[src/rtl/logic_net_pkg.sv]
// ============================================================================
// Module : logic_net_pkg
// Brief  : Shared types and helpers for the configurable LUT4 logic network.
// Rev    : 1.0
// ============================================================================
`default_nettype none

package logic_net_pkg;

    localparam int LUT_K     = 4;
    localparam int TT_W      = 16;
    // Widest selector needed for the largest supported input vector (256 bits).
    localparam int SEL_MAX_W = 8;

    typedef struct packed {
        logic [LUT_K-1:0][SEL_MAX_W-1:0] sel;
        logic [TT_W-1:0]                 tt;
    } cfg_t;

    function automatic logic tt_is_const(input logic [TT_W-1:0] tt);
        return (tt == '0) || (tt == '1);
    endfunction

endpackage

`default_nettype wire

[src/rtl/lut4_cell.sv]
// ============================================================================
// Module : lut4_cell
// Brief  : Combinational 4-input lookup table cell.
// Rev    : 1.0
// ============================================================================
`default_nettype none

module lut4_cell
    import logic_net_pkg::*;
(
    input  logic [LUT_K-1:0] i_idx,
    input  logic [TT_W-1:0]  i_tt,
    output logic             o_y
);

    assign o_y = i_tt[i_idx];

endmodule

`default_nettype wire

[src/rtl/logic_net_pipe.sv]
// ============================================================================
// Module : logic_net_pipe
// Brief  : Two-stage pipelined network of per-output LUT4 cells with runtime
//          selector/truth-table configuration and ready/valid handshakes.
// Rev    : 1.0
// ============================================================================
`default_nettype none

module logic_net_pipe
    import logic_net_pkg::*;
#(
    parameter  int IN_W  = 30,
    parameter  int OUT_W = 10,
    localparam int SEL_W = $clog2(IN_W),
    localparam int IDX_W = (OUT_W > 1) ? $clog2(OUT_W) : 1
) (
    input  logic                 clk,
    input  logic                 rst,
    input  logic                 cfg_we,
    output logic                 cfg_ready,
    input  logic [IDX_W-1:0]     cfg_idx,
    input  logic [4*SEL_W-1:0]   cfg_sel,
    input  logic [TT_W-1:0]      cfg_tt,
    input  logic                 in_valid,
    output logic                 in_ready,
    input  logic [IN_W-1:0]      in_data,
    output logic                 out_valid,
    input  logic                 out_ready,
    output logic [OUT_W-1:0]     out_data,
    output logic [OUT_W-1:0]     const_mask,
    output logic [15:0]          tx_count
);

    logic                     r_s1_valid;
    logic                     r_s2_valid;
    logic [LUT_K*OUT_W-1:0]   r_s1_bits;
    logic [OUT_W-1:0]         r_s2_data;
    logic [OUT_W-1:0]         r_const;
    logic [15:0]              r_tx;
    cfg_t                     r_cfg [OUT_W];

    logic                     w_en;
    logic                     w_cfg_acc;
    logic                     w_cfg_wr;
    logic                     w_in_fire;
    logic [255:0]             w_in_ext;
    logic [LUT_K*OUT_W-1:0]   w_gath;
    logic [OUT_W-1:0]         w_lut;

    assign w_en      = !(r_s2_valid && !out_ready);
    assign cfg_ready = !r_s1_valid && !r_s2_valid;
    assign w_cfg_acc = cfg_we && cfg_ready;
    assign w_cfg_wr  = w_cfg_acc && (32'(cfg_idx) < OUT_W);
    assign in_ready  = w_en && !w_cfg_acc;
    assign w_in_fire = in_valid && in_ready;

    // Zero padding makes any selector at or beyond IN_W read as 0.
    assign w_in_ext  = 256'(in_data);

    always_comb begin
        w_gath = '0;
        for (int i = 0; i < OUT_W; i++) begin
            for (int k = 0; k < LUT_K; k++) begin
                w_gath[i*LUT_K + k] = w_in_ext[r_cfg[i].sel[k]];
            end
        end
    end

    for (genvar gi = 0; gi < OUT_W; gi++) begin : g_lut
        lut4_cell u_lut (
            .i_idx (r_s1_bits[gi*LUT_K +: LUT_K]),
            .i_tt  (r_cfg[gi].tt),
            .o_y   (w_lut[gi])
        );
    end

    always_ff @(posedge clk) begin
        if (rst) begin
            r_s1_valid <= 1'b0;
            r_s2_valid <= 1'b0;
            r_s1_bits  <= '0;
            r_s2_data  <= '0;
        end else if (w_en) begin
            r_s1_valid <= w_in_fire;
            r_s2_valid <= r_s1_valid;
            if (w_in_fire) begin
                r_s1_bits <= w_gath;
            end
            if (r_s1_valid) begin
                r_s2_data <= w_lut;
            end
        end
    end

    // Writes are only accepted with both stages empty, so no in-flight
    // vector ever sees a table that changed under it.
    always_ff @(posedge clk) begin
        if (rst) begin
            for (int i = 0; i < OUT_W; i++) begin
                r_cfg[i] <= '0;
            end
            r_const <= '1;
        end else if (w_cfg_wr) begin
            for (int i = 0; i < OUT_W; i++) begin
                if (cfg_idx == IDX_W'(i)) begin
                    for (int k = 0; k < LUT_K; k++) begin
                        r_cfg[i].sel[k] <= SEL_MAX_W'(cfg_sel[k*SEL_W +: SEL_W]);
                    end
                    r_cfg[i].tt <= cfg_tt;
                    r_const[i]  <= tt_is_const(cfg_tt);
                end
            end
        end
    end

    always_ff @(posedge clk) begin
        if (rst) begin
            r_tx <= '0;
        end else if (r_s2_valid && out_ready) begin
            r_tx <= r_tx + 16'd1;
        end
    end

    assign out_valid  = r_s2_valid;
    assign out_data   = r_s2_data;
    assign const_mask = r_const;
    assign tx_count   = r_tx;

endmodule

`default_nettype wire

[config.mk]
export PLATFORM = sky130hd
export DESIGN_NAME = logic_net_pipe
export DESIGN_NICKNAME = d
export VERILOG_FILES = /design/src/rtl/logic_net_pkg.sv /design/src/rtl/lut4_cell.sv /design/src/rtl/logic_net_pipe.sv
export SDC_FILE = /design/constraint.sdc
export NUM_CORES = 1
export LEC_CHECK = 0
export BUFFER_PORTS_ARGS = -buffer_cell sky130_fd_sc_hd__buf_2
export CAP_MARGIN = 20
export CORE_MARGIN = 8
export CORE_UTILIZATION = 40
export CTS_CLUSTER_DIAMETER = 200
export DETAILED_ROUTE_END_ITERATION = 8
export PLACE_DENSITY = 0.62
export SLEW_MARGIN = 20
export SYNTH_ARGS = -nofsm -noshare
export SYNTH_HDL_FRONTEND = slang
export SYNTH_SLANG_ARGS = --single-unit
export TNS_END_PERCENT = 10
[constraint.sdc]
create_clock -name clk -period 7.77 [get_ports clk]
set_clock_uncertainty 0.1 [all_clocks]
set_input_delay 0 -clock clk [delete_from_list [all_inputs] [get_ports clk]]
set_output_delay 0 -clock clk [all_outputs]
set_load 0.05 [all_outputs]
======== Yosys cells after proc, flatten, opt, wreduce, memory -nomap -nowiden ========
Memories as Yosys holds them, arrays and structs flattened.
Cells that the tools add are included.
storage, ports and cells
  memories ................................ 1
  RAM bits ................................ 360
  logic and storage cells ................. 348
  flip-flop bits (word level) ............. 78
  output and inout bits ................... 39
  bits of input ports ..................... 75
cells by class
  reductions and logical operators ........ 27
  multiplexer cells ....................... 192
  magnitude comparators ................... 51
  bitwise operators ....................... 51
  add/subtract/negate cells ............... 1
  equality and inequality tests ........... 10
memory list
  memory  depth  width  rd ports  clocked after Yosys merged registers in  write ports  line                  text
  r_cfg   10     36     10        0                                        10           logic_net_pipe.sv:40  cfg_t r_cfg [OUT_W];
operators with widths
  cell                                                  count
  < comparator 8 x 9 -> 1 bit (second input constant)   40
  binary-select mux 1 bit (select 8 bit)                40
  two-way mux 5 bit                                     40
  two-way mux 16 bit                                    10
  two-way mux 1 bit                                     92
  < comparator 4 x 5 -> 1 bit (second input constant)   10
  OR 1 bit                                              50
  binary-select mux 1 bit (select 4 bit)                10
  AND reduction 2 bit                                   12
  adder 16 x 1 -> 16 bit (second input constant)        1
  equality test 16 bit (second input constant)          1
  equality test 4 x 3 -> 1 bit (second input constant)  4
  zero test 16 bit                                      1
  equality test 4 x 2 -> 1 bit (second input constant)  2
  equality test 4 bit (second input constant)           2
  logical AND 1 bit                                     7
  zero test 1 bit                                       5
  equality test 4 x 1 -> 1 bit (second input constant)  1
  zero test 4 bit                                       1
  < comparator 4 bit (second input constant)            1
  logical OR 1 bit                                      1
  NOT 1 bit                                             1

======== Logic depth before layout (Yosys ltp) ========
  word-level depth ........................ 8
  mapped depth ............................ 8

======== Cells and area by module ========
A second synthesis with hierarchy kept.
second synthesis, totals
  cell total of the unflattened synthesis .. 2,118
  area total of the unflattened synthesis .. 28,310.9 um^2
modules (own cells, without submodules)
  module          sequential area each (um^2)  area each (um^2)  cells each  times used
  logic_net_pipe  12,371.9                     26,959.6          2,048       1
  lut4_cell       0.0                          135.1             7           10

======== Worst setup path before layout ========
Ideal clock, no wire load.
  path kind ............................... reg-to-reg
  start ................................... register r_s2_valid, in the netlist out_valid
  end ..................................... memory r_cfg[3][0] (netlist name) (enable)
  setup slack ............................. 4.314 ns
  clock period less this slack ............ 3.456 ns
  cell stages (with the launch flop) ...... 4
  library setup time ...................... 0.439 ns
  data arrival time ....................... 2.917 ns
  path through ............................ dfxtp_1 > nor4b_2 > nand3b_1 > o21bai_1
RTL lines
  element                 line                  text
  start, declared         logic_net_pipe.sv:35  logic r_s2_valid;
  start signal, assigned  logic_net_pipe.sv:85  r_s2_valid <= r_s1_valid;
  end, declared           logic_net_pipe.sv:40

==> summary.md <==
| Metric | Value |
|---|---|
| Syn Area/Cell | 13.2 sq um |
| Yosys cell types | between 50 and 60 |
| Reg clk slew, reported paths | 70 ps |
| Layout area overhead | 11.4% |
| Routed wire length on met3 | between 10 and 15 mm |
| GRT Util Overall | 0.238 |
| Clock Tree Root | clkbuf_16 |
| Min Hold Slack | around 62 ps |
| Initial antenna violation count | 11 |
| Post-route setup slack | approximately 5000 ps |
| Port Buf Inserts | between 100 and 150 |
| Wire length on met2 | roughly 45 mm |
| Req. time, crit path | between 7000 and 8000 ps |
| Register area | roughly 0.012 sq mm |
| Compound-gate portion of the synthesized area | 0.0723 |
| Footprint of the multi-input gates | about 0.015 sq mm |
| TNS Setup | 0 ps |
| Die W | 281 um |
| Top cells by count, synth | 361 x and2_1, 360 x edfxtp_1, 302 x mux4_2 |
| IR drop worst, VDD | between 0.0001 and 0.00015 V |
| Synth Area in Adders | 0.000447 |
| RSZ-0062 raised after global routing | no |
| Hold Path Class | input pin to flop |
| H-tree depth | 2 |
| First-pass GRT wire length | approximately 140 mm |
| Top-area cell type share of the netlist area | 0.386 |
| Syn Nets | between 2000 and 2500 |
| Crit-path cells | nor4b_2 > nand3b_1 > o21bai_4 |
| Slew margin rel. | 0.290 |
| R2r setup slk | 4980 ps |
| Drt total wl | ~97 mm |
| Async SR Flop Fraction | 0 |
| Origin of the critical flop-to-flop path | r_s1_valid$_SDFFE_PP0N_ |
| Final setup fails | 0 |
| Simple-Gate Fraction of Synth Area | 0.131 |
| Cts hold-fix bufs | 39 |
| Filler cell count | ~6200 |
| Leak pwr | 10.7 nW |
| Sequential-to-total area share from yosys stat | 0.442 |
| Vias in the first global route | 20386 |
| Vias | just over 20000 |
| Synthesized area | roughly 0.028 sq mm |
| CTS sink count | about 440 |
| Die height | 281 um |
| Non-Filler Instances | ~3100 |
| Power Density | 195 mW/mm^2 |
| Buf+Inv Stages, Crit Path | 0 |
| Startpoint Class | flop |
| Post-CTS Resized | 0 |
| Synth warn | 0 |
| Rows | between 90 and 100 |
| Grt total ovfl | 0 |
| Synth area leader | edfxtp_1 |
| Slew at the pin closest to its max-slew limit | between 1000 and 1500 ps |
| Vias per std cell | ~6.6 |
| Layout cell share with drive strength beyond 1 | 0.275 |
| Post-synthesis mux area share | 0.306 |
| Top FF cell, synth | edfxtp_1 |
| Largest net degree at the start of global routing | 76 |
| Antenna Violating Nets Remaining | 0 |
| Top Layer Used | met4 |
| DR WL/cell | around 31 um |
| IO Count | between 100 and 150 |
| Met1 WL | between 30 and 40 mm |
| CP max FO | 37 |
| Clock latency on the worst-skew pair | a little over 600 ps |
| Xor and xnor area share after synthesis | 0.00406 |
| Crit share post-route | 0.359 |
| Fin nets | about 2200 |
| Critical R2R Capture | r_cfg[3][28]$_SDFFCE_PN0P_ |
| Total die area | between 0.07 and 0.08 sq mm |
| EDFF count, synth | 360 |
| GPL Wtd Cong | 0.849 |
| Number of max-cap violations | 0 |
| Crit path largest cell delay | 980 ps |
| DRC viols | 0 |
| Status | completed |
| Ranking of synthesized cells by area | edfxtp_1 39%, mux4_2 24%, and2_1 8.1% |
| Gate Count Post-Synth | 2119 |
| Slowest cell on the critical path | o21bai_4 |
| Critical Setup Path Class | flop to flop |
| DRT iter0 DRCs | about 2500 |
| DP Worst Slack | around 5000 ps |
| DR pass1 iterations | 5 |
| Num CTS Buffers | 50 |
| Final HPWL DP | about 51 mm |
| Clk buf depth | 3 |
| Slew Limit Fails | 0 |
| Family with the most delay on the worst path | compound AO/OA/AOI/OAI gates |
| Min-Delay Endpoint | r_s1_bits[36]$_SDFFE_PP0P_ |
| WHS Path Cells | 4 |
| Placed Instances | roughly 2900 |
| Min Tclk post-route | 2790 ps |
| Data arrival time of the worst path | 2900 ps |
| Highest clock rate | around 360 MHz |
| CTS tree | yes |
| Cell with the most instances after synthesis | and2_1 |
| Hold_sp | in_valid |
| Hold Vio Cnt, Final | 0 |
| Setup crit end kind | flop |
| Postcts setup bufs | 0 |
| Yosys reg bits | 438 |
| Core area | between 0.06 and 0.07 sq mm |
| Initial Utilization | 0.402 |
| Largest family of logic cells by synthesized area | multiplexers |
| R2R depth | 3 |
==> final cells by class <==
type / count / share of cell area
inverters: 32 / 0.00385
multi-input cells: 1370 / 0.467
clock inverters: 16 / 0.00557
well taps: 940 / 0.0377
repair buffers: 196 / 0.0435
diodes: 2 / 0.000160
clock buffers: 78 / 0.0457
flip-flops and latches: 438 / 0.396
==> through the flow <==
step	cell area [sq um]	total power, W	util
5_1_grt	31200	0.00623	0.448
2_1_floorplan	28000	0.00341	-
3_3_place_gp	29100	0.00372	0.417
4_1_cts	31100	0.00608	0.446
6_report	31200	0.00607	0.448
3_5_place_dp	29100	0.00374	0.418
==> how the worst max path moves through the flow <==
stage	start	end	depth (start not counted)
global route	r_s1_valid$_SDFFE_PP0N_	r_cfg[2][21]$_SDFFCE_PN0P_	3
floorplan	out_valid$_SDFFE_PP0N_	r_cfg[3][0]$_SDFFCE_PN0P_	3
detailed placement	r_s1_valid$_SDFFE_PP0N_	r_cfg[3][23]$_SDFFCE_PN0P_	3
CTS	r_s1_valid$_SDFFE_PP0N_	r_cfg[7][25]$_SDFFCE_PN0P_	4
global placement	r_s1_valid$_SDFFE_PP0N_	r_cfg[2][25]$_SDFFCE_PN0P_	3
finish	r_s1_valid$_SDFFE_PP0N_	r_cfg[3][28]$_SDFFCE_PN0P_	3
==> layout by cell type (no fill, tap or decap), drive strengths merged, types with 35 or more instances in the layout <==
cell type      n
and2         361
edfxtp       360
mux4         316
buf          157
mux2i        103
dfxtp         78
clkbuf        78
nor2          68
nand2         63
o211ai        42
dlygate4sd3   39
o21ai         36
a311oi        35
==> kinds of logic after synthesis <==
family | count (synthesis)
AND/OR/NAND/NOR | 632
flip-flops | 438
XOR/XNOR | 13
adder cells (fa/ha/maj) | 1
AO/OA/AOI/OAI | 271
multiplexers | 453
buffers and inverters | 311
==> registers in the layout, summed over array words and instances, names as in the netlist <==
signal	cells
out_valid	1
r_s1_valid	1
tx_count	16
r_cfg	360
const_mask	10
out_data	10
r_s1_bits	40
==> power by group <==
part / internal, W / switching (W) / leakage (nW) / total (W)
registers: 0.00265 / 0.000166 / 4.30 / 0.00282
clock network: 0.00136 / 0.000979 / 0.783 / 0.00234
logic: 0.000427 / 0.000484 / 5.61 / 0.000910
==> tightest hold or removal path, cell delays in order <==
cell     delay, ps
buf_2           90
nand2_1        210
nor2_1         230
a32o_1         180
==> per-layer routing <==
metal	GRT usage	vias to the layer above
met3	0.0575	374
met2	0.382	1445
met4	0.134	0
met5	0	-
met1	0.295	10266
li1	-	8184
Power figures use the tool's default switching activity.
